<file path="src/rtl/lsu_pkg.sv">
// Shared types and constants for the load/store unit and its lane aligner.
package lsu_pkg;

  localparam int MEM_BYTES = 64;
  localparam int MAX_BASE  = MEM_BYTES - 4;

  typedef enum logic [1:0] {
    SZ_BYTE = 2'd0,
    SZ_HALF = 2'd1,
    SZ_WORD = 2'd2,
    SZ_RSVD = 2'd3
  } size_e;

  typedef enum logic [1:0] {
    IDLE  = 2'd0,
    READ  = 2'd1,
    WRITE = 2'd2,
    RESP  = 2'd3
  } state_e;

  // Reserved size reports 0 bytes; callers flag it as a fault separately.
  function automatic logic [2:0] size_bytes(size_e sz);
    case (sz)
      SZ_BYTE: size_bytes = 3'd1;
      SZ_HALF: size_bytes = 3'd2;
      SZ_WORD: size_bytes = 3'd4;
      default: size_bytes = 3'd0;
    endcase
  endfunction

endpackage

</file>
<file path="src/rtl/mem_access_unit_if.sv">
// Datapath-side request/response bundle of the load/store unit.
interface mem_access_unit_if #(
  parameter int ADDR_W = 6,
  parameter int DATA_W = 32
);
  logic              req_valid;
  logic              req_ready;
  logic              req_store;
  logic [1:0]        req_size;
  logic              req_signed;
  logic [ADDR_W-1:0] req_addr;
  logic [DATA_W-1:0] req_wdata;
  logic              rsp_done;
  logic [DATA_W-1:0] rsp_rdata;
  logic              rsp_fault;

  modport master (
    output req_valid, req_store, req_size, req_signed, req_addr, req_wdata,
    input  req_ready, rsp_done, rsp_rdata, rsp_fault
  );

  modport slave (
    input  req_valid, req_store, req_size, req_signed, req_addr, req_wdata,
    output req_ready, rsp_done, rsp_rdata, rsp_fault
  );
endinterface

</file>
<file path="src/rtl/lsu_lane_align.sv">
// Big-endian lane extraction for loads and byte-lane merge for sub-word stores.
module lsu_lane_align
  import lsu_pkg::*;
(
  input  logic [31:0] word,
  input  logic [1:0]  lane,
  input  size_e       size,
  input  logic        sgn,
  input  logic [31:0] wdata,
  output logic [31:0] ldata,
  output logic [31:0] sdata
);

  logic [31:0] aligned;
  logic [31:0] mask;
  logic [31:0] ins;
  logic [4:0]  shamt;

  always_comb begin
    shamt   = {lane, 3'b000};
    // Lane 0 sits in bits [31:24]; shifting it to the top makes extraction size-only.
    aligned = word << shamt;
    ldata   = '0;
    mask    = '0;
    ins     = '0;
    case (size)
      SZ_BYTE: begin
        ldata = {{24{sgn & aligned[31]}}, aligned[31:24]};
        mask  = 32'hFF00_0000 >> shamt;
        ins   = {wdata[7:0], 24'h00_0000} >> shamt;
      end
      SZ_HALF: begin
        ldata = {{16{sgn & aligned[31]}}, aligned[31:16]};
        mask  = 32'hFFFF_0000 >> shamt;
        ins   = {wdata[15:0], 16'h0000} >> shamt;
      end
      SZ_WORD: begin
        ldata = aligned;
        mask  = 32'hFFFF_FFFF >> shamt;
        ins   = wdata >> shamt;
      end
      default: begin
        ldata = '0;
      end
    endcase
    sdata = (word & ~mask) | (ins & mask);
  end

endmodule

</file>
<file path="src/rtl/mem_access_unit.sv">
// Load/store unit: byte/half/word accesses to a 4-byte-wide big-endian memory,
// sub-word stores by read-modify-write, out-of-range requests reported as faults.
//
// state | meaning
// IDLE  | ready for a request; fault check and window base computed on accept
// READ  | window word on mem_rdata; load result or merged store word captured
// WRITE | merged word written back at mem_addr (suppressed while rst_n is low)
// RESP  | one-cycle rsp_done with rsp_fault / rsp_rdata valid
module mem_access_unit #(
  parameter int MEM_BYTES = 64,
  parameter int ADDR_W    = 6,
  parameter int DATA_W    = 32
) (
  input  logic              clk,
  input  logic              rst_n,
  mem_access_unit_if.slave  bus,
  output logic [ADDR_W-1:0] mem_addr,
  output logic              mem_wen,
  output logic [DATA_W-1:0] mem_wdata,
  input  logic [DATA_W-1:0] mem_rdata
);
  import lsu_pkg::*;

  localparam logic [ADDR_W-1:0] BASE_MAX  = ADDR_W'(MEM_BYTES - 4);
  localparam logic [ADDR_W:0]   END_LIMIT = (ADDR_W + 1)'(MEM_BYTES);

  state_e            state, nxt;
  logic              accept;
  size_e             size_now;
  logic [ADDR_W:0]   end_now;
  logic              fault_now;
  logic [ADDR_W-1:0] base_now;
  logic [1:0]        lane_now;

  logic              store_q;
  size_e             size_q;
  logic              sgn_q;
  logic [DATA_W-1:0] wdata_q;
  logic              fault_q;
  logic [1:0]        lane_q;
  logic [ADDR_W-1:0] mem_addr_q;
  logic [DATA_W-1:0] mem_wdata_q;
  logic [DATA_W-1:0] rdata_q;

  logic [DATA_W-1:0] load_val;
  logic [DATA_W-1:0] merge_val;

  assign size_now  = size_e'(bus.req_size);
  // One extra bit so addr + n never wraps below MEM_BYTES.
  assign end_now   = {1'b0, bus.req_addr} + {{(ADDR_W - 2){1'b0}}, size_bytes(size_now)};
  assign fault_now = (size_now == SZ_RSVD) || (end_now > END_LIMIT);
  assign base_now  = (bus.req_addr > BASE_MAX) ? BASE_MAX : bus.req_addr;
  assign lane_now  = 2'(bus.req_addr - base_now);
  assign accept    = bus.req_valid && bus.req_ready;

  lsu_lane_align u_align (
    .word  (mem_rdata),
    .lane  (lane_q),
    .size  (size_q),
    .sgn   (sgn_q),
    .wdata (wdata_q),
    .ldata (load_val),
    .sdata (merge_val)
  );

  always_ff @(posedge clk) begin
    if (!rst_n) begin
      state       <= IDLE;
      store_q     <= 1'b0;
      size_q      <= SZ_BYTE;
      sgn_q       <= 1'b0;
      wdata_q     <= '0;
      fault_q     <= 1'b0;
      lane_q      <= 2'd0;
      mem_addr_q  <= '0;
      mem_wdata_q <= '0;
      rdata_q     <= '0;
    end else begin
      state <= nxt;
      if (accept) begin
        store_q <= bus.req_store;
        size_q  <= size_now;
        sgn_q   <= bus.req_signed;
        wdata_q <= bus.req_wdata;
        fault_q <= fault_now;
        lane_q  <= lane_now;
        if (fault_now) rdata_q <= '0;
        else           mem_addr_q <= base_now;
      end
      if (state == READ) begin
        if (store_q) mem_wdata_q <= merge_val;
        else         rdata_q     <= load_val;
      end
      // Cleared here rather than in READ so the previous load result holds until RESP.
      if (state == WRITE) rdata_q <= '0;
    end
  end

  always_comb begin
    nxt = state;
    case (state)
      IDLE:    if (bus.req_valid) nxt = fault_now ? RESP : READ;
      READ:    nxt = store_q ? WRITE : RESP;
      WRITE:   nxt = RESP;
      RESP:    nxt = IDLE;
      default: nxt = IDLE;
    endcase
  end

  assign bus.req_ready = (state == IDLE);
  assign bus.rsp_done  = (state == RESP);
  assign bus.rsp_fault = (state == RESP) && fault_q;
  assign bus.rsp_rdata = rdata_q;
  assign mem_addr      = mem_addr_q;
  assign mem_wdata     = mem_wdata_q;
  assign mem_wen       = (state == WRITE) && rst_n;

endmodule

</file>
<file path="src/flat_wrapper.sv">
// flat-port wrapper written by rule: the top's interface ports become plain ports
module mem_access_unit_flat import lsu_pkg::*;
#(
  parameter int MEM_BYTES = 64,
  parameter int ADDR_W    = 6,
  parameter int DATA_W    = 32
)
  (clk, rst_n, mem_addr, mem_wen, mem_wdata, mem_rdata, bus_req_valid, bus_req_store, bus_req_size, bus_req_signed, bus_req_addr, bus_req_wdata, bus_req_ready, bus_rsp_done, bus_rsp_rdata, bus_rsp_fault);
  mem_access_unit_if #(.ADDR_W(ADDR_W), .DATA_W(DATA_W)) bus_i ();
  input  logic clk;
  input  logic rst_n;
  output logic [ADDR_W-1:0] mem_addr;
  output logic mem_wen;
  output logic [DATA_W-1:0] mem_wdata;
  input  logic [DATA_W-1:0] mem_rdata;
  input wire logic [$bits(bus_i.req_valid)-1:0] bus_req_valid;
  input wire logic [$bits(bus_i.req_store)-1:0] bus_req_store;
  input wire logic [$bits(bus_i.req_size)-1:0] bus_req_size;
  input wire logic [$bits(bus_i.req_signed)-1:0] bus_req_signed;
  input wire logic [$bits(bus_i.req_addr)-1:0] bus_req_addr;
  input wire logic [$bits(bus_i.req_wdata)-1:0] bus_req_wdata;
  output wire logic [$bits(bus_i.req_ready)-1:0] bus_req_ready;
  output wire logic [$bits(bus_i.rsp_done)-1:0] bus_rsp_done;
  output wire logic [$bits(bus_i.rsp_rdata)-1:0] bus_rsp_rdata;
  output wire logic [$bits(bus_i.rsp_fault)-1:0] bus_rsp_fault;
  assign bus_i.req_valid = bus_req_valid;
  assign bus_i.req_store = bus_req_store;
  assign bus_i.req_size = bus_req_size;
  assign bus_i.req_signed = bus_req_signed;
  assign bus_i.req_addr = bus_req_addr;
  assign bus_i.req_wdata = bus_req_wdata;
  assign bus_req_ready = bus_i.req_ready;
  assign bus_rsp_done = bus_i.rsp_done;
  assign bus_rsp_rdata = bus_i.rsp_rdata;
  assign bus_rsp_fault = bus_i.rsp_fault;
  mem_access_unit #(.MEM_BYTES(MEM_BYTES), .ADDR_W(ADDR_W), .DATA_W(DATA_W)) u_core (.clk(clk), .rst_n(rst_n), .bus(bus_i), .mem_addr(mem_addr), .mem_wen(mem_wen), .mem_wdata(mem_wdata), .mem_rdata(mem_rdata));
endmodule
</file>
<file path="config.mk">
export PLATFORM = sky130hd
export DESIGN_NAME = mem_access_unit_flat
export DESIGN_NICKNAME = d
export VERILOG_FILES = /design/src/rtl/lsu_pkg.sv /design/src/rtl/mem_access_unit_if.sv /design/src/rtl/lsu_lane_align.sv /design/src/rtl/mem_access_unit.sv /design/src/flat_wrapper.sv
export SDC_FILE = /design/constraint.sdc
export NUM_CORES = 1
export LEC_CHECK = 0
export BUFFER_PORTS_ARGS = -buffer_cell sky130_fd_sc_hd__clkbuf_2
export CELL_PAD_IN_SITES_DETAIL_PLACEMENT = 1
export CELL_PAD_IN_SITES_GLOBAL_PLACEMENT = 1
export CORE_MARGIN = 3
export CORE_UTILIZATION = 40
export CTS_BUF_LIST = sky130_fd_sc_hd__clkbuf_16
export CTS_CLUSTER_DIAMETER = 30
export DETAILED_ROUTE_END_ITERATION = 16
export MAX_ROUTING_LAYER = met4
export PLACE_DENSITY = 0.79
export SETUP_SLACK_MARGIN = 0.05
export SLEW_MARGIN = 20
export SYNTH_ARGS = -nofsm -noshare
export SYNTH_HDL_FRONTEND = slang
export SYNTH_SLANG_ARGS = --single-unit
export TNS_END_PERCENT = 10
</file>
<file path="constraint.sdc">
create_clock -name clk -period 2.98 [get_ports clk]
set_clock_uncertainty 0.2 [all_clocks]
set_input_delay 0.596 -clock clk [delete_from_list [all_inputs] [get_ports clk]]
set_output_delay 0.596 -clock clk [all_outputs]
set_load 0.02 [all_outputs]
</file>
==> metrics.log <==
[metrics] result of the run: finished, final reports clean
[metrics] P_leak: 3.17 nW
[metrics] cell area power density: 584 nW/um^2
[metrics] core area: 15300 sq um
[metrics] number of buffers inserted by port buffering: 150
[metrics] Post-synth EDFFs: 0
[metrics] setup slack after layout: 0.449 ns
[metrics] number of buffers on the longest clock path: 2
[metrics] crit path max-delay cell type: ha_1
[metrics] Worst EP arrival: 2.62 ns
[metrics] routed wire length per instance: 21.2 um
[metrics] maximum number of pins on one net before global-route repair: 64
[metrics] post-synthesis net count: 805
[metrics] count of endpoints failing hold in the final timing report: 0
[metrics] area of all placed cells without fillers: 7490 sq um
[metrics] Cell Area, Placed: 7210 sq um
[metrics] count of final setup violators: 0
[metrics] worst min-delay path endpoint: u_core.bus.rsp_rdata[13]$_SDFF_PP0_
[metrics] initial core utilization: 41.0%
[metrics] grt total ovfl: 0
[metrics] Layout Area Growth over Synthesis: 19.6%
[metrics] data required time at the worst endpoint: 3.07 ns
[metrics] hold slack final: 0.259 ns
[metrics] most frequent standard cell in the layout excluding fill and tap cells: clkbuf_2
[metrics] synthesis-stage register bit count: 111
[metrics] Least-Margin Pin Slew: 0.978 ns
[metrics] share of final-layout standard cells stronger than drive strength 1: 25.7%
[metrics] path class of the lowest-slack min-delay path: register to register
[metrics] worst-case reg-to-reg path depth: 5
[metrics] Synth cell types: 54
[metrics] Worst setup EP type: register
[metrics] FMAX: 0.395 GHz
[metrics] die extent in x: 131 um
[metrics] clk slew on worst S/H paths: 0.08 ns
[metrics] setup repair after global routing missed its margin: false
[metrics] Top Ports: 151
[metrics] biggest cell delay along the critical path: 0.74 ns
[metrics] flop-to-flop setup slack: 0.45 ns
[metrics] vias per cell: 5.91
[metrics] H-tree level count: 3
[metrics] insertion delay to the later sink of the worst-skew pair: 0.36 ns
[metrics] sum of negative setup slack: 0 ns
[metrics] total vias in the final route: 6236
[metrics] post-cts resize count: 0
[metrics] critical path startpoint category: register
[metrics] worst min-delay path startpoint: u_core.bus.rsp_rdata[13]$_SDFF_PP0_
[metrics] ys flop type: dfxtp_1
[metrics] worst hold path depth: 1
[metrics] Crit Path Class: register to register
[metrics] drt total wl: 22300 um
[metrics] # hold bufs at CTS: 0
[metrics] final critical-path required period: 2.53 ns
[metrics] global-route wire length before repair: 34400 um
[metrics] endpoint of the most critical register-to-register path: u_core.mem_wdata[5]$_SDFFE_PN0P_
[metrics] Gate Count Post-Synth: 714
[metrics] fin. max-slew vios: 0
[metrics] clock sink total: 111
[metrics] maximum VDD drop: 0.343 mV
[metrics] commonest cells after routing, fill and taps aside: clkbuf_2 (150), dfxtp_1 (110), nand2_1 (102)
[metrics] routability cong.: 0.917
[metrics] Layout Utilization: 49.1%
[metrics] fraction of the yosys area taken by sequential cells: 35.5%
[metrics] number of max-cap violations: 0
[metrics] Reg2Reg Launch Point: u_core.size_q[0]$_SDFFE_PN0P_
[metrics] overall routing resource usage: 26.8%
[metrics] via count of the first global-routing pass: 6209
[metrics] number of nets in the final layout: 930
[metrics] critical path peak fanout: 21
[metrics] # DRC: 0
[metrics] number of search-and-repair iterations in the first detailed-routing pass: 5
[metrics] mapped cell area: 6260 sq um
[metrics] clock buffer count from CTS: 9
[metrics] mean instance size in the synthesized netlist: 8.77 sq um
[metrics] antenna cells: 0
[metrics] row count: 45
[metrics] Tcrit/Tclk final: 84.9%
[metrics] max_slew headroom: 34.8%
[metrics] DRC marker count from the first detailed-route iteration: 608
[metrics] DIE AREA: 17200 sq um
[metrics] Die Height: 131 um
[metrics] fill count: 1830
[metrics] antenna violations before repair: 0
[metrics] proportion of register bits with asynchronous set or reset after synthesis: 0%
[metrics] post-CTS setup-driven buffer insertion count: 0
[metrics] DPL Wire Length: 17400 um
[metrics] Antenna Violating Nets Remaining: 0
[metrics] post-placement worst setup slack: 0.143 ns
[metrics] clock root buffer master: clkbuf_16
[metrics] Ys Warns: 0
[metrics] CTS tree: built
[metrics] worst path cell trace: ha_1 > a22oi_1 > a211oi_1 > o21ai_0 > a21oi_1
[state kept, by name (all words and copies together), names as in the netlist]
register              cells
u_core.bus.rsp_rdata     32
u_core.mem_wdata         32
u_core.wdata_q           32
u_core.mem_addr           6
u_core.lane_q             2
u_core.size_q             2
u_core.state              2
u_core.fault_q            1
u_core.sgn_q              1
u_core.store_q            1
[cell type report]
cell class	instances	area (sq um)	share of cell area, %
Timing Repair Buffer	178	986	13.2
Clock inverter	7	53.8	0.719
Sequential cell	111	2220	29.7
Clock buffer	9	225	3.01
Multi-Input combinational cell	519	3660	48.9
Inverter	20	75.1	1.00
Tap cell	211	264	3.53
[critical path, delay by kind of cell, from the launching register on]
family                     cells  cell delay [ns]
adders and majority gates      1             0.74
AOI/OAI and AO/OA              4             1.10
DFF                            1             0.42
[logic make-up (layout without fill, tap and decap cells)]
kind of cell,Yosys count,count (layout),synth area share [%]
xor gates and xnor gates,1,1,0.140
muxes,46,46,9.69
adders and majority gates,14,14,2.92
AOI/OAI and AO/OA,279,279,32.3
buffers and inverters,84,214,6.06
DFF,111,111,35.5
and+or+nand+nor,179,179,13.4
[where the power goes]
part	leakage [nW]	switching [mW]	internal [mW]	total (mW)
logic	2.12	0.927	0.498	1.43
clock network	0.141	0.580	0.577	1.16
registers	0.903	0.141	1.65	1.79
total	3.17	1.65	2.72	4.37
[cell usage after synthesis (8+ instances only)]
cell type | n | area (sq um)
nand3b_1 | 11 | 82.6
a21oi_1 | 63 | 315
a21boi_0 | 38 | 285
o21ai_0 | 31 | 155
mux2_2 | 16 | 180
a221o_1 | 18 | 180
nand2_1 | 102 | 383
o211a_1 | 10 | 100
o2bb2ai_1 | 27 | 236
mux2i_1 | 22 | 220
a22oi_1 | 16 | 120
clkbuf_1 | 38 | 143
ha_1 | 13 | 163
o21a_1 | 8 | 60.1
inv_1 | 20 | 75.1
and2_1 | 15 | 93.8
o221ai_1 | 8 | 70.1
a211oi_1 | 17 | 128
a22o_1 | 9 | 78.8
o31ai_1 | 8 | 60.1
nor2_1 | 22 | 82.6
buf_2 | 15 | 75.1
dfxtp_1 | 111 | 2220
[worst max-delay path by stage]
stage | slack [ns] | endpoint | startpoint | depth (start not counted)
5_1_grt | 0.35 | u_core.mem_wdata[20]$_SDFFE_PN0P_ | u_core.size_q[0]$_SDFFE_PN0P_ | 6
4_1_cts | 0.49 | u_core.mem_wdata[8]$_SDFFE_PN0P_ | u_core.size_q[0]$_SDFFE_PN0P_ | 7
3_5_place_dp | 0.14 | u_core.mem_addr[5]$_SDFFE_PN0P_ | bus_req_size[0] | 10
6_report | 0.45 | u_core.mem_wdata[5]$_SDFFE_PN0P_ | u_core.size_q[0]$_SDFFE_PN0P_ | 5
3_3_place_gp | 0.24 | u_core.mem_addr[2]$_SDFFE_PN0P_ | bus_req_size[0] | 10
2_1_floorplan | 0.37 | u_core.bus.rsp_rdata[5]$_SDFF_PP0_ | bus_req_size[0] | 9
[through the flow]
| step | power (mW) | std cells |
|---|---|---|
| 2_1_floorplan | 2.70 | 714 |
| 3_3_place_gp | 3.18 | 1039 |
| 3_5_place_dp | 3.23 | 1039 |
| 4_1_cts | 4.40 | 1055 |
| 5_1_grt | 4.61 | 1055 |
| 6_report | 4.37 | 1055 |
[per-layer routing]
metal  vias to the layer above  global-route usage (%)  part of all wire (%)
li1                       2919                       -                     -
met1                      3012                    36.7                    46
met3                        47                    2.71                   5.7
met4                         0                    11.9                   3.8
met5                         -                       -                     0
met2                       258                    40.2                    45
No activity file was read; power rests on OpenSTA's default activity.
